<file path="config.mk">
export PLATFORM = sky130hd
export DESIGN_NAME = dz_count_ctrl
export DESIGN_NICKNAME = d
export VERILOG_FILES = /design/src/rtl/dz_pkg.sv /design/src/rtl/dz_scan_cnt.sv /design/src/rtl/dz_count_ctrl.sv
export SDC_FILE = /design/constraint.sdc
export NUM_CORES = 1
export LEC_CHECK = 0
export ABC_AREA = 1
export CAP_MARGIN = 40
export CORE_MARGIN = 3
export CORE_UTILIZATION = 65
export CTS_CLUSTER_DIAMETER = 50
export CTS_CLUSTER_SIZE = 25
export DETAILED_ROUTE_END_ITERATION = 6
export DONT_BUFFER_PORTS = 1
export GPL_TIMING_DRIVEN = 0
export PLACE_DENSITY_LB_ADDON = 0.2
export SLEW_MARGIN = 20
export SYNTH_ARGS = -nofsm -noshare
export SYNTH_HDL_FRONTEND = slang
export SYNTH_HIERARCHICAL = 1
export SYNTH_SLANG_ARGS = --single-unit
export TNS_END_PERCENT = 1
</file>
<file path="constraint.sdc">
create_clock -name clk -period 3.2 [get_ports clk]
set_clock_uncertainty 0.2 [all_clocks]
set_input_delay 0.48 -clock clk [delete_from_list [all_inputs] [get_ports clk]]
set_output_delay 0.48 -clock clk [all_outputs]
set_load 0.005 [all_outputs]
</file>
<file path="src/rtl/dz_pkg.sv">
// Shared types and constants for the dot-matrix countdown display blocks.
package dz_pkg;

    // Countdown sequencer states
    typedef enum logic [1:0] {
        IDLE  = 2'd0,
        RUN   = 2'd1,
        PAUSE = 2'd2,
        DONE  = 2'd3
    } state_t;

    // Colour phase encodings driven to the matrix (3 is never used)
    localparam logic [1:0] COL_RED    = 2'd0;
    localparam logic [1:0] COL_GREEN  = 2'd1;
    localparam logic [1:0] COL_YELLOW = 2'd2;

    // Rows in the 8x8 matrix; row_sel is 3 bits wide and wraps naturally
    localparam int ROWS = 8;

    // Colour sequence red -> green -> yellow -> red
    function automatic logic [1:0] next_color(input logic [1:0] c);
        return (c == COL_YELLOW) ? COL_RED : c + 2'd1;
    endfunction

endpackage

</file>
<file path="src/rtl/dz_scan_cnt.sv">
// Free-running row scan: divides clk by SCAN_DIV and steps a 3-bit row index.
// row_strobe is high for the cycle in which row_sel has just changed.
module dz_scan_cnt
    import dz_pkg::*;
#(
    parameter int SCAN_DIV = 8
) (
    input  logic       clk,
    input  logic       rst,
    output logic [2:0] row_sel,
    output logic       row_strobe
);

    // SCAN_DIV=1 still needs a 1-bit counter; it simply stays at 0
    localparam int CW = (SCAN_DIV > 1) ? $clog2(SCAN_DIV) : 1;
    localparam logic [CW-1:0] SCAN_LAST = CW'(SCAN_DIV - 1);

    logic [CW-1:0] scan_cnt;
    logic          wrap;

    // Divider wraps on its last count; with SCAN_DIV=1 that is every cycle
    always_comb begin
        wrap = (scan_cnt == SCAN_LAST);
    end

    // Divider, row index and strobe; row index wraps after ROWS-1
    always_ff @(posedge clk or posedge rst) begin
        if (rst) begin
            scan_cnt   <= '0;
            row_sel    <= '0;
            row_strobe <= 1'b0;
        end else if (wrap) begin
            scan_cnt   <= '0;
            row_sel    <= (row_sel == 3'(ROWS - 1)) ? 3'd0 : row_sel + 3'd1;
            row_strobe <= 1'b1;
        end else begin
            scan_cnt   <= scan_cnt + CW'(1);
            row_strobe <= 1'b0;
        end
    end

endmodule

</file>
<file path="src/rtl/dz_count_ctrl.sv">
// Countdown sequencer for the 8x8 red/green dot-matrix display.
// start loads START_VAL; the digit then steps down once every CLK_DIV_SEC
// cycles, cycling the colour phase on each step, until it reaches 0.
// The cycle after num reaches 0 the FSM moves to DONE and pulses done.
// pause freezes the countdown; the cycle pause drops also counts, so a pause
// held for N cycles delays every later step by exactly N cycles.
// start has priority over pause, tick and finishing.
// The FSM state is exported on the state port for observation.
module dz_count_ctrl
    import dz_pkg::*;
#(
    parameter int CLK_DIV_SEC = 1000,
    parameter int SCAN_DIV    = 8,
    parameter int START_VAL   = 5
) (
    input  logic       clk,
    input  logic       rst,
    input  logic       start,
    input  logic       pause,
    output logic [2:0] num,
    output logic [1:0] color,
    output logic [2:0] row_sel,
    output logic       row_strobe,
    output logic       busy,
    output logic       done,
    output state_t     state
);

    localparam int SW = $clog2(CLK_DIV_SEC);
    localparam logic [SW-1:0] SEC_LAST  = SW'(CLK_DIV_SEC - 1);
    localparam logic [2:0]    LOAD_VAL  = 3'(START_VAL);

    logic [SW-1:0] sec_cnt;
    logic          tick;
    logic [SW-1:0] sec_step;
    logic [2:0]    num_step;
    logic [1:0]    color_step;

    // Values after one counting cycle; only used while num is non-zero
    always_comb begin
        tick       = (sec_cnt == SEC_LAST);
        sec_step   = sec_cnt + SW'(1);
        num_step   = num;
        color_step = color;
        if (tick) begin
            sec_step   = '0;
            num_step   = num - 3'd1;
            color_step = next_color(color);
        end
    end

    // Sequencer FSM with registered outputs
    always_ff @(posedge clk or posedge rst) begin
        if (rst) begin
            state   <= IDLE;
            num     <= 3'd0;
            color   <= COL_RED;
            sec_cnt <= '0;
            busy    <= 1'b0;
            done    <= 1'b0;
        end else begin
            done <= 1'b0;
            if (start) begin
                state   <= RUN;
                num     <= LOAD_VAL;
                color   <= COL_RED;
                sec_cnt <= '0;
                busy    <= 1'b1;
            end else begin
                case (state)
                    IDLE: begin
                        state <= IDLE;
                    end
                    RUN: begin
                        if (num == 3'd0) begin
                            state   <= DONE;
                            busy    <= 1'b0;
                            done    <= 1'b1;
                            sec_cnt <= '0;
                        end else if (pause) begin
                            state <= PAUSE;
                        end else begin
                            sec_cnt <= sec_step;
                            num     <= num_step;
                            color   <= color_step;
                        end
                    end
                    PAUSE: begin
                        if (!pause) begin
                            state   <= RUN;
                            sec_cnt <= sec_step;
                            num     <= num_step;
                            color   <= color_step;
                        end
                    end
                    DONE: begin
                        state <= DONE;
                    end
                    default: begin
                        state <= IDLE;
                        busy  <= 1'b0;
                    end
                endcase
            end
        end
    end

    dz_scan_cnt #(
        .SCAN_DIV (SCAN_DIV)
    ) u_scan (
        .clk        (clk),
        .rst        (rst),
        .row_sel    (row_sel),
        .row_strobe (row_strobe)
    );

endmodule

</file>
[After elaboration in Yosys (flattened, before gate mapping)]
Cells that the tools add are included.
Operators by class
  $add $sub $neg: 5
  eq/ne operators: 10
  muxes and demuxes: 30
  reduce and logical (&&, ||, !) cells: 8
Operators by type and width (count)
  10-bit 2-to-1 mux: 4
  10-bit one-hot mux with 2 select lines: 1
  2-bit 2-to-1 mux: 9
  3-bit 2-to-1 mux: 6
  10-bit by 1-bit adder with 10-bit output, second input constant: 1
  10-bit equality test, second input constant: 1
  2-bit one-hot mux with 4 select lines: 1
  1-bit 2-to-1 mux: 7
  3-bit by 1-bit adder with 3-bit output, second input constant: 2
  2-bit equality test, second input constant: 3
  3-bit equality test, second input constant: 2
  3-bit != test, second input constant: 2
  3-bit one-hot mux with 2 select lines: 1
  2-bit AND reduction: 3
  4-bit != test, second input constant: 1
  2-bit one-hot mux with 2 select lines: 1
  2-bit nonzero test: 2
  3-bit logical NOT: 1
  3-bit nonzero test: 1
  3-bit by 1-bit subtractor with 3-bit output, second input constant: 1
  2-bit by 1-bit adder with 2-bit output, second input constant: 1
  2-bit by 1-bit equality test with 1-bit output, second input constant: 1
  2-bit logical NOT: 1
Storage, ports and cells
  register bits: 26
  output and inout port bits: 13
  word-level logic and storage cells: 62

[Depth between registers and ports, before layout]
Gate-level depths: netlist of the first run.
  depth in word-level cells: 7
  mapped depth: 9

[By module]
The synthesis of the first run kept the hierarchy.
By module, submodules not included
  dz_count_ctrl: times used 1, cells each 155, area each 1169.9 µm², sequential area each 475.5 µm²
  dz_scan_cnt: times used 1, cells each 26, area each 291.5 µm², sequential area each 175.2 µm²

[Least setup slack after synthesis of the first run]
OpenSTA, ideal clock, no wires.
  path kind: register -> register
  from: register num[0]
  to: register sec_cnt[8]
  library setup time: 0.065 ns
  arrival: 1.394 ns
  setup slack: 1.541 ns
  cell stages (with the launch flop): 10
  buffers on the path: 0
  clock period less this slack: 1.659 ns
  cells stage by stage: dfrtp_1 > inv_1 > ha_1 > nand2_4 > inv_1 > a21oi_1 > nand2_1 > nor2_1 > nand2_1 > nand2_1
Between the ends
  word-level cells in the longest chain between the ends: 4
RTL lines
  start, declared: RTL line dz_count_ctrl.sv:20  | output logic [2:0] num,
  start signal, assigned: RTL line dz_count_ctrl.sv:84  | num <= num_step;
  start signal, assigned: RTL line dz_count_ctrl.sv:92  | num <= num_step;
  3-bit logical NOT: RTL line dz_count_ctrl.sv:75  | if (num == 3'd0) begin
  10-bit 2-to-1 mux: RTL line dz_count_ctrl.sv:75
  10-bit one-hot mux with 2 select lines: RTL line dz_count_ctrl.sv:70  | case (state)
  10-bit 2-to-1 mux: RTL line dz_count_ctrl.sv:63  | if (start) begin
  end signal, assigned: RTL line dz_count_ctrl.sv:83  | sec_cnt <= sec_step;
  end signal, assigned: RTL line dz_count_ctrl.sv:91  | sec_cnt <= sec_step;
  end, declared: RTL line dz_count_ctrl.sv:33  | logic [SW-1:0] sec_cnt;
No other way between the ends.
A chain may end at the register's enable or synchronous reset.

[Worst setup path in the final report of the first run]
  from: register num[0]
  to: register sec_cnt[9]
Same word-level chain as after synthesis.

==> metrics.md, run 1 <==
| Metric | Value |
|---|---|
| Post-Place Setup Slack | 1.27 ns |
| Synth-to-Final Area Change | 5.48% |
| Router iterations before antenna repair | 4 |
| Max Clk Rate | 509 MHz |
| Sequential share of power | 0.483 |
| Max-Slew Margin vs Limit | 0.523 |
| Sink Count | 26 |
| VDD IR max | 0.450 mV |
| Worst min-delay path class | in -> reg |
| Hold Crit Depth | 1 |
| Core area | 0.00204 mm² |
| Most frequent cells in the layout | nand2_1 (52), nor2_1 (27), dfrtp_1 (26) |
| Leading cell type in the layout, fill and taps excluded | nand2_1 |
| Htree depth | 1 |
| Die width | 53.4 µm |
| RSZ-0062 raised after global routing | false |
| Tot GR Track Use | 0.235 |
| Port bufs | 0 |
| Switch share | 0.384 |
| R2r startpoint | num[0] |
| Die area | 0.00285 mm² |
| Layout cell share with drive strength beyond 1 | 0.102 |
| Worst reg2reg endpoint | sec_cnt[9] |
| Power share of the clock group | 0.179 |
| Hold Vio Cnt, Final | 0 |
| CP arrival | 2.03 ns |
| Top-area cell type share of the netlist area | 0.445 |
| Worst setup margin | 1.24 ns |
| Hold EP | done |
| Post-synthesis sequential area ratio | 0.445 |
| Combinational Power Share | 0.338 |
| Clock transition at the registers of the reported paths | 0.13 ns |
| Total grt overflow | 0 |
| Post-DP HPWL | 2050 µm |
| Drc violations | 0 |
| Multi-input combinational cell area | 721 µm² |
| CTS tree | built |
| Reg2Reg Depth | 9 |
| Required @ worst endpoint | 3.27 ns |
| Total chip power | 0.919 mW |
| Starting Density | 0.716 |
| Kind of end point of the critical path | flop |
| WL/cell | 13.0 µm |
| Pint | 0.566 mW |
| Number of diodes | 0 |
| Hold Startpoint | start |
| Setup_tns | 0 ns |
| CTS Buf Count | 3 |
| R2r setup slk | 1.24 ns |
| Final core occ | 0.755 |
| Fillers | 159 |
| Initial antenna violation count | 0 |
| Final setup viols | 0 |
| I/O pins | 17 |
| GP Congestion | 0.878 |
| Synth Instances | 181 |
| Post-layout minimum cycle time | 1.96 ns |
| Setup CP Type | reg -> reg |
| Synth cell types | 25 |
| Slew @ Worst Pin | 0.715 ns |
| Period utilization | 0.614 |
| First-pass GRT wire length | 4860 µm |
| Largest cells by area after synthesis | dfrtp_1 (45%), nand2_1 (13%), nor2_1 (6.9%) |
| Area leader, netlist | dfrtp_1 |
| Worst Path Max Fanout | 4 |
| FP Rows | 16 |
| Largest net degree at the start of global routing | 20 |
| Count of pins over their slew limit | 0 |
| Outcome | finished, final reports clean |
| Via density | 5.42 |
| Vias in the first global route | 1,085 |
| Final antenna-violating net count | 0 |
| Cell Area, Synth | 0.00146 mm² |
| Die height | 53.4 µm |
| Yosys warnings | 6 |
| Synth Net Count | 193 |
| Vias | 1,155 |
| Storage cell area | 651 µm² |
| Syn avg cell area | 8.07 µm² |
| Switching power | 0.353 mW |
| Nets | 199 |
| Critical Path Start Type | flop |
| #FFs+latches synth | 26 |
| Clk buf depth | 2 |
| Final Hold Slack | 0.0206 ns |
| Max-cap viol count | 0 |
| Clock Latency Late Sink | 0.32 ns |
| Pleak | 0.761 nW |
| Final WL | 2760 µm |
| Cell Pwr Density | 596 mW/mm² |
| 1st-iter DRT viols | 24 |
| Root Buffer | clkbuf_4 |
-- Yosys cell counts, drive strengths merged --
cell type and instances:
nand2 55, nor2 29, dfrtp 26, inv 22
nand3 18, ha 8, o21ai 8, a21oi 4
nand4 3, xor2 3, nor3 2, or2 2
a31oi 1
-- state kept, by name, summed over array words and instances, names as in the netlist --
| register | cells |
|---|---|
| u_scan/row_sel | 3 |
| u_scan/scan_cnt | 3 |
| color | 2 |
| state | 2 |
| u_scan/row_strobe | 1 |
| num | 3 |
| sec_cnt | 10 |
| busy | 1 |
| done | 1 |
-- layer usage --
| layer | track usage | vias up | part of all wire |
|---|---|---|---|
| li1 | - | 584 | - |
| met1 | 0.287 | 531 | 0.44 |
| met2 | 0.402 | 36 | 0.50 |
| met3 | 0.0338 | 4 | 0.045 |
| met4 | 0.106 | 0 | 0.016 |
| met5 | 0 | - | 0 |
-- worst max path at each step --
stage          slack (ns)    endpoint  depth (start not counted)    from
2_1_floorplan        1.54  sec_cnt[8]                          9  num[0]
3_3_place_gp         1.40  sec_cnt[9]                          9  num[0]
3_5_place_dp         1.27  sec_cnt[9]                          9  num[0]
4_1_cts              1.24  sec_cnt[9]                          9  num[0]
5_1_grt              1.07  sec_cnt[8]                          9  num[0]
6_report             1.24  sec_cnt[9]                          9  num[0]
-- worst max-delay path: stages, from the launching register on --
cell and delay (ns):
dfrtp_1 0.44, inv_1 0.09, ha_1 0.23, nand2_4 0.09, inv_1 0.05, a21oi_1 0.39, nand2_1 0.12, nor2_1 0.15
nand2_1 0.07, nand2_1 0.07
-- power groups by stage --
stage | Combinational (mW) | Sequential [mW] | Clock [mW]
floorplan | 0.263 | 0.439 | 0
global placement | 0.296 | 0.447 | 0
detailed placement | 0.310 | 0.451 | 0
CTS | 0.312 | 0.444 | 0.167
global route | 0.360 | 0.456 | 0.179
finish | 0.311 | 0.444 | 0.165
-- logic make-up after synthesis --
| family | synth area share |
|---|---|
| xor gates and xnor gates | 0.0180 |
| AOI/OAI and AO/OA | 0.0557 |
| DFF | 0.445 |
| and+or+nand+nor | 0.351 |
| adders and majority gates | 0.0685 |
| buffers and inverters | 0.0616 |
-- cell type report --
cell class | instances | share of cell area
repair buffers | 1 | 0.00649
flip-flops and latches | 26 | 0.422
inverters | 22 | 0.0584
well taps | 27 | 0.0219
clock buffers | 4 | 0.0235
multi-input cells | 133 | 0.468
-- per-stage QoR --
stage | instances | cell area (µm²)
floorplan | 181 | 1460
global placement | 208 | 1500
detailed placement | 208 | 1500
CTS | 213 | 1540
global route | 213 | 1540
finish | 213 | 1540
-- repair_timing --
item | CTS | global route
setup endpoints to repair | 0 | 0
gates resized for setup | 0 | 0
hold buffers | 1 | 0
endpoints found under the hold margin | 26 | 0
buffers inserted | 0 | 0
(Power assumes the default switching activity.)
==> run 2: changes to the inputs <==
--- a/config.mk
+++ b/config.mk
@@ -8,7 +8,7 @@
 export ABC_AREA = 1
 export CAP_MARGIN = 40
 export CORE_MARGIN = 3
-export CORE_UTILIZATION = 65
+export CORE_UTILIZATION = 56
 export CTS_CLUSTER_DIAMETER = 50
 export CTS_CLUSTER_SIZE = 25
 export DETAILED_ROUTE_END_ITERATION = 6
==> constraint.sdc (replaced) <==
create_clock -name clk -period 1.8 [get_ports clk]
set_clock_uncertainty 0.2 [all_clocks]
set_input_delay 0.27 -clock clk [delete_from_list [all_inputs] [get_ports clk]]
set_output_delay 0.27 -clock clk [all_outputs]
set_load 0.005 [all_outputs]
==> run 2 against run 1 <==
Flip-flop and latch count unchanged; non-clock buffer count up 4; highest routed layer unchanged; first-iteration DRC count up 100%; routed wire length up 5.8%; final cell count up 2.3%; the run now ends with hold timing left; critical path type unchanged; via count up 2.0%; critical endpoint is now sec_cnt[5]; worst hold slack worse by 0.030 ns; cell area up 5.3%; count of clock-buffer cells in the layout down 1; sequential share of layout area down 2.0 points.
==> metrics.md, run 2 (synthesis results as in run 1) <==
| Metric | Value |
|---|---|
| Outcome | finished, violations left |
| Failing checks | hold timing |
| Placed Instances | 209 |
| Final Hold Slack | -0.00949 ns |
| GP Congestion | 0.833 |
| Nets | 203 |
| Die area | 0.00326 mm² |
| Max-Slew Margin vs Limit | 0.504 |
| First-pass GRT wire length | 4860 µm |
| Delay of the slowest critical-path stage | 0.38 ns |
| WL/cell | 13.4 µm |
| Fin area | 0.00162 mm² |
| Slew @ Worst Pin | 0.743 ns |
| Synth-to-Final Area Change | 11.0% |
| Tot GR Track Use | 0.187 |
| CP arrival | 1.75 ns |
| VDD IR max | 0.927 mV |
| Post-Layout Cell Count | 218 |
| Max-cap viol count | 0 |
| Post-layout minimum cycle time | 1.72 ns |
| Reg2Reg Depth | 6 |
| Leading cell type in the layout, fill and taps excluded | nand2_1 |
| Pleak | 0.799 nW |
| Root Buffer | clkbuf_4 |
| Number of diodes | 0 |
| Post-Place Setup Slack | -0.0447 ns |
| Largest net degree at the start of global routing | 20 |
| Router iterations before antenna repair | 4 |
| Hold Vio Cnt, Final | 2 |
| Period utilization | 0.955 |
| Worst min-delay path class | in -> reg |
| Kind of end point of the critical path | flop |
| Slowest CP cell | dfrtp_1 |
| Starting Density | 0.625 |
| Worst Path Max Fanout | 6 |
| Final setup viols | 0 |
| Layout cell share with drive strength beyond 1 | 0.132 |
| CTS tree | built |
| Total grt overflow | 0 |
| Most frequent cells in the layout | nand2_1 (51), nor2_1 (26), dfrtp_1 (25) |
| Vias in the first global route | 1,148 |
| Initial antenna violation count | 0 |
| 1st-iter DRT viols | 48 |
| Max FFs per register | 10 |
| Die width | 57.1 µm |
| Final WL | 2920 µm |
| Htree depth | 1 |
| Via density | 5.40 |
| I/O pins | 17 |
| Final core occ | 0.694 |
| Cell Pwr Density | 1140 mW/mm² |
| Count of pins over their slew limit | 0 |
| Placed cell area | 0.00150 mm² |
| Port bufs | 0 |
| Final antenna-violating net count | 0 |
| Clk buf depth | 2 |
| Core area | 0.00234 mm² |
| Max Clk Rate | 582 MHz |
| Hold Crit Depth | 4 |
| Setup CP Type | reg -> reg |
| Critical Path Start Type | flop |
| Vias | 1,178 |
| Clock transition at the registers of the reported paths | 0.15 ns |
| Fillers | 193 |
| Drc violations | 0 |
| Post-DP HPWL | 2090 µm |
| FP Rows | 17 |
| Worst setup margin | 0.0812 ns |
| CTS Buf Count | 3 |
| Clock Latency Late Sink | 0.34 ns |
| Top reg by flops | sec_cnt |
| Critical-path cell list | ha_1 -> nand2_1 -> nor2_2 -> nand4_4 -> a21oi_4 -> nor2_1 |
| Required @ worst endpoint | 1.83 ns |
| Die height | 57.1 µm |
| Sink Count | 26 |
[run 2: changes by cell type in the layout (fill, tap and decap cells not counted), sizes merged]
cell	before	now
buf	0	2
dlymetal6s4s	0	1
clkbuf	4	3
dlygate4sd3	1	2
bufinv	0	1
[run 2: path summary, 6_finish.rpt]
path / start / slack (ns) / to
hold reg to reg: u_scan/scan_cnt[0] / 0.24 / u_scan/scan_cnt[0]
hold / removal: start / -0.009 / color[1]
setup / recovery: sec_cnt[0] / 0.08 / sec_cnt[5]
min in group asynchronous: rst / 0.11 / u_scan/row_strobe
setup reg to reg: sec_cnt[0] / 0.08 / sec_cnt[5]
max in group asynchronous: rst / 0.59 / state[0]
[run 2: worst max-delay path, delay by kind of cell (launching register included)]
kind                       cells  cell delay (ns)
AOI/OAI and AO/OA              1             0.28
adders and majority gates      1             0.22
DFF                            1             0.38
and+or+nand+nor                4             0.56
[run 2: what timing repair did]
| action | 4_1_cts | 5_1_grt |
|---|---|---|
| hold buffers | 3 | 0 |
| cloned | 0 | 0 |
| pin swaps | 0 | 1 |
| setup endpoints to repair | 5 | 17 |
| gates resized for setup | 2 | 7 |
| hold endpoints to repair | 34 | 0 |
| setup buffers | 0 | 2 |
[run 2: layout make-up]
| cell class | count | area [µm²] | share of cell area |
|---|---|---|---|
| Inverter | 22 | 90.1 | 0.0555 |
| Timing Repair Buffer | 5 | 47.5 | 0.0293 |
| Tap cell | 28 | 35.0 | 0.0216 |
| Sequential cell | 26 | 652 | 0.402 |
| Clock buffer | 3 | 22.5 | 0.0139 |
| Clock inverter | 1 | 30.0 | 0.0185 |
| Multi-Input combinational cell | 133 | 746 | 0.460 |
[run 2: layer usage]
metal,vias to the layer above,part of all wire,track usage
met5,-,0,0
met4,0,0.019,0.0795
met3,8,0.044,0.0362
met2,28,0.47,0.313
met1,550,0.47,0.235
li1,592,-,-
[run 2: power by group]
part           switching (mW)  total (mW)  internal (mW)
clock network           0.190       0.416          0.226
registers               0.104       0.791          0.687
logic                   0.403       0.639          0.236
total                   0.697        1.85           1.15
[run 2: through the flow]
step | power (mW) | hold slack [ns] | setup TNS (ns)
after detailed placement | 1.36 | -0.0940 | -0.0805
after global placement | 1.33 | -0.108 | -0.0459
after floorplan | 1.25 | -0.127 | 0
after CTS | 1.79 | 0.00334 | 0
final | 1.85 | -0.00949 | 0
after global routing | 1.97 | 0.00237 | -0.0287
==> run 3: changes to the inputs <==
--- a/config.mk
+++ b/config.mk
@@ -14,6 +14,7 @@
 export DETAILED_ROUTE_END_ITERATION = 6
 export DONT_BUFFER_PORTS = 1
 export GPL_TIMING_DRIVEN = 0
+export HOLD_SLACK_MARGIN = 0.15
 export PLACE_DENSITY_LB_ADDON = 0.2
 export SLEW_MARGIN = 20
 export SYNTH_ARGS = -nofsm -noshare
==> run 3 against run 2 <==
The flow now finishes without violations; count of clock-buffer cells in the layout unchanged; utilization rose by 0.43 points; final cell count increased by 0.46%; cell area up 0.62%; critical path depth unchanged; clock power down 2%; sequential share of layout area shrank 0.25 points; worst setup slack improved by 0.012 ns; largest cell class unchanged; highest routed layer unchanged.
==> metrics.md, run 3 (synthesis results as in run 1) <==
| Metric | Value |
|---|---|
| Vias | 1,165 |
| Clock Latency Late Sink | 0.33 ns |
| Clock transition at the registers of the reported paths | 0.15 ns |
| Fillers | 189 |
| Starting Density | 0.625 |
| Setup CP Type | reg -> reg |
| Clk buf depth | 2 |
| Multi-input combinational cell area | 746 µm² |
| Placed cell area | 0.00150 mm² |
| WL/cell | 13.3 µm |
| CTS tree | built |
| Root Buffer | clkbuf_4 |
| Sink Count | 26 |
| VDD IR max | 0.927 mV |
| Initial antenna violation count | 0 |
| Synth-to-Final Area Change | 11.7% |
| Pleak | 0.804 nW |
| Post-DP HPWL | 2090 µm |
| Drc violations | 0 |
| Required @ worst endpoint | 1.83 ns |
| Final antenna-violating net count | 0 |
| CTS Buf Count | 3 |
| Fin area | 0.00163 mm² |
| Tot GR Track Use | 0.189 |
| Largest net degree at the start of global routing | 20 |
| Final setup viols | 0 |
| Worst min-delay path class | reg -> reg |
| Vias in the first global route | 1,142 |
| Htree depth | 1 |
| Post-Place Setup Slack | -0.0447 ns |
| Final core occ | 0.698 |
| Most frequent cells in the layout | nand2_1 (51), nor2_1 (26), dfrtp_1 (25) |
| Final Hold Slack | 0.237 ns |
| Total grt overflow | 0 |
| 1st-iter DRT viols | 49 |
| Worst Path Max Fanout | 6 |
| Die width | 57.1 µm |
| Router iterations before antenna repair | 5 |
| Max Clk Rate | 586 MHz |
| Max-Slew Margin vs Limit | 0.506 |
| Top reg by flops | sec_cnt |
| Cell Pwr Density | 1130 mW/mm² |
| GP Congestion | 0.833 |
| Worst setup margin | 0.0929 ns |
| I/O pins | 17 |
| Nets | 204 |
| Port bufs | 0 |
| Outcome | finished, final reports clean |
| Critical Path Start Type | flop |
| First-pass GRT wire length | 4890 µm |
| Period utilization | 0.948 |
| Die area | 0.00326 mm² |
| Storage cell area | 652 µm² |
| Kind of end point of the critical path | flop |
| CP arrival | 1.74 ns |
| Leading cell type in the layout, fill and taps excluded | nand2_1 |
| Slew @ Worst Pin | 0.741 ns |
| FP Rows | 17 |
| Count of pins over their slew limit | 0 |
| Max FFs per register | 10 |
| Core area | 0.00234 mm² |
| Post-layout minimum cycle time | 1.71 ns |
| Via density | 5.32 |
| Layout cell share with drive strength beyond 1 | 0.131 |
| Hold Vio Cnt, Final | 0 |
| Number of diodes | 0 |
| Max-cap viol count | 0 |
| Final WL | 2910 µm |
| Die height | 57.1 µm |
==> run 3: cell count changes in the layout (fill, tap and decap cells not counted) <==
cell           before  now
dlygate4sd3_1       2    3
==> run 3: cell type report <==
cell class	instances	share of cell area
Multi-Input combinational cell	133	0.457
Sequential cell	26	0.399
Inverter	22	0.0552
Timing Repair Buffer	6	0.0352
Tap cell	28	0.0215
Clock inverter	1	0.0184
Clock buffer	3	0.0138
==> run 3: path summary, 6_finish.rpt <==
kind | start | end | slack, ns | cells past startpoint
min in group asynchronous | rst | busy | 0.32 | 2
worst min-delay path | u_scan/scan_cnt[0] | u_scan/scan_cnt[0] | 0.24 | 1
worst min register to register | u_scan/scan_cnt[0] | u_scan/scan_cnt[0] | 0.24 | 1
worst max register to register | sec_cnt[0] | sec_cnt[5] | 0.09 | 6
max in group asynchronous | rst | u_scan/row_sel[0] | 0.50 | 3
worst max-delay path | sec_cnt[0] | sec_cnt[5] | 0.09 | 6
==> run 3: critical path, cell delays in order, from the launching register on <==
cell and delay [ns]:
dfrtp_1 0.38, ha_1 0.22, nand2_1 0.12, nor2_2 0.17
nand4_4 0.17, a21oi_4 0.28, nor2_1 0.09
==> run 3: what timing repair did <==
action | in CTS | in global routing
resized for setup | 2 | 7
hold buffers | 4 | 0
endpoints found under the hold margin | 45 | 0
setup buffers | 0 | 2
pin swaps | 0 | 1
endpoints found under the setup margin | 5 | 17
==> run 3: per-stage QoR <==
step / power (mW) / setup TNS, ns / instances
2_1_floorplan: 1.25 / 0 / 181
3_3_place_gp: 1.33 / -0.0459 / 209
3_5_place_dp: 1.36 / -0.0805 / 209
4_1_cts: 1.79 / 0 / 217
5_1_grt: 1.97 / -0.0292 / 219
6_report: 1.84 / 0 / 219
==> run 3: where the power goes <==
part	internal, mW	switching (mW)
sequential	0.687	0.104
combinational	0.237	0.403
clock	0.226	0.183
total	1.15	0.689
==> run 3: routing by layer <==
layer,vias to the layer above,wire length (µm),track usage
met2,29,1370,0.316
met3,7,149,0.0294
met5,-,0,0
li1,597,-,-
met4,0,57,0.0762
met1,532,1320,0.244
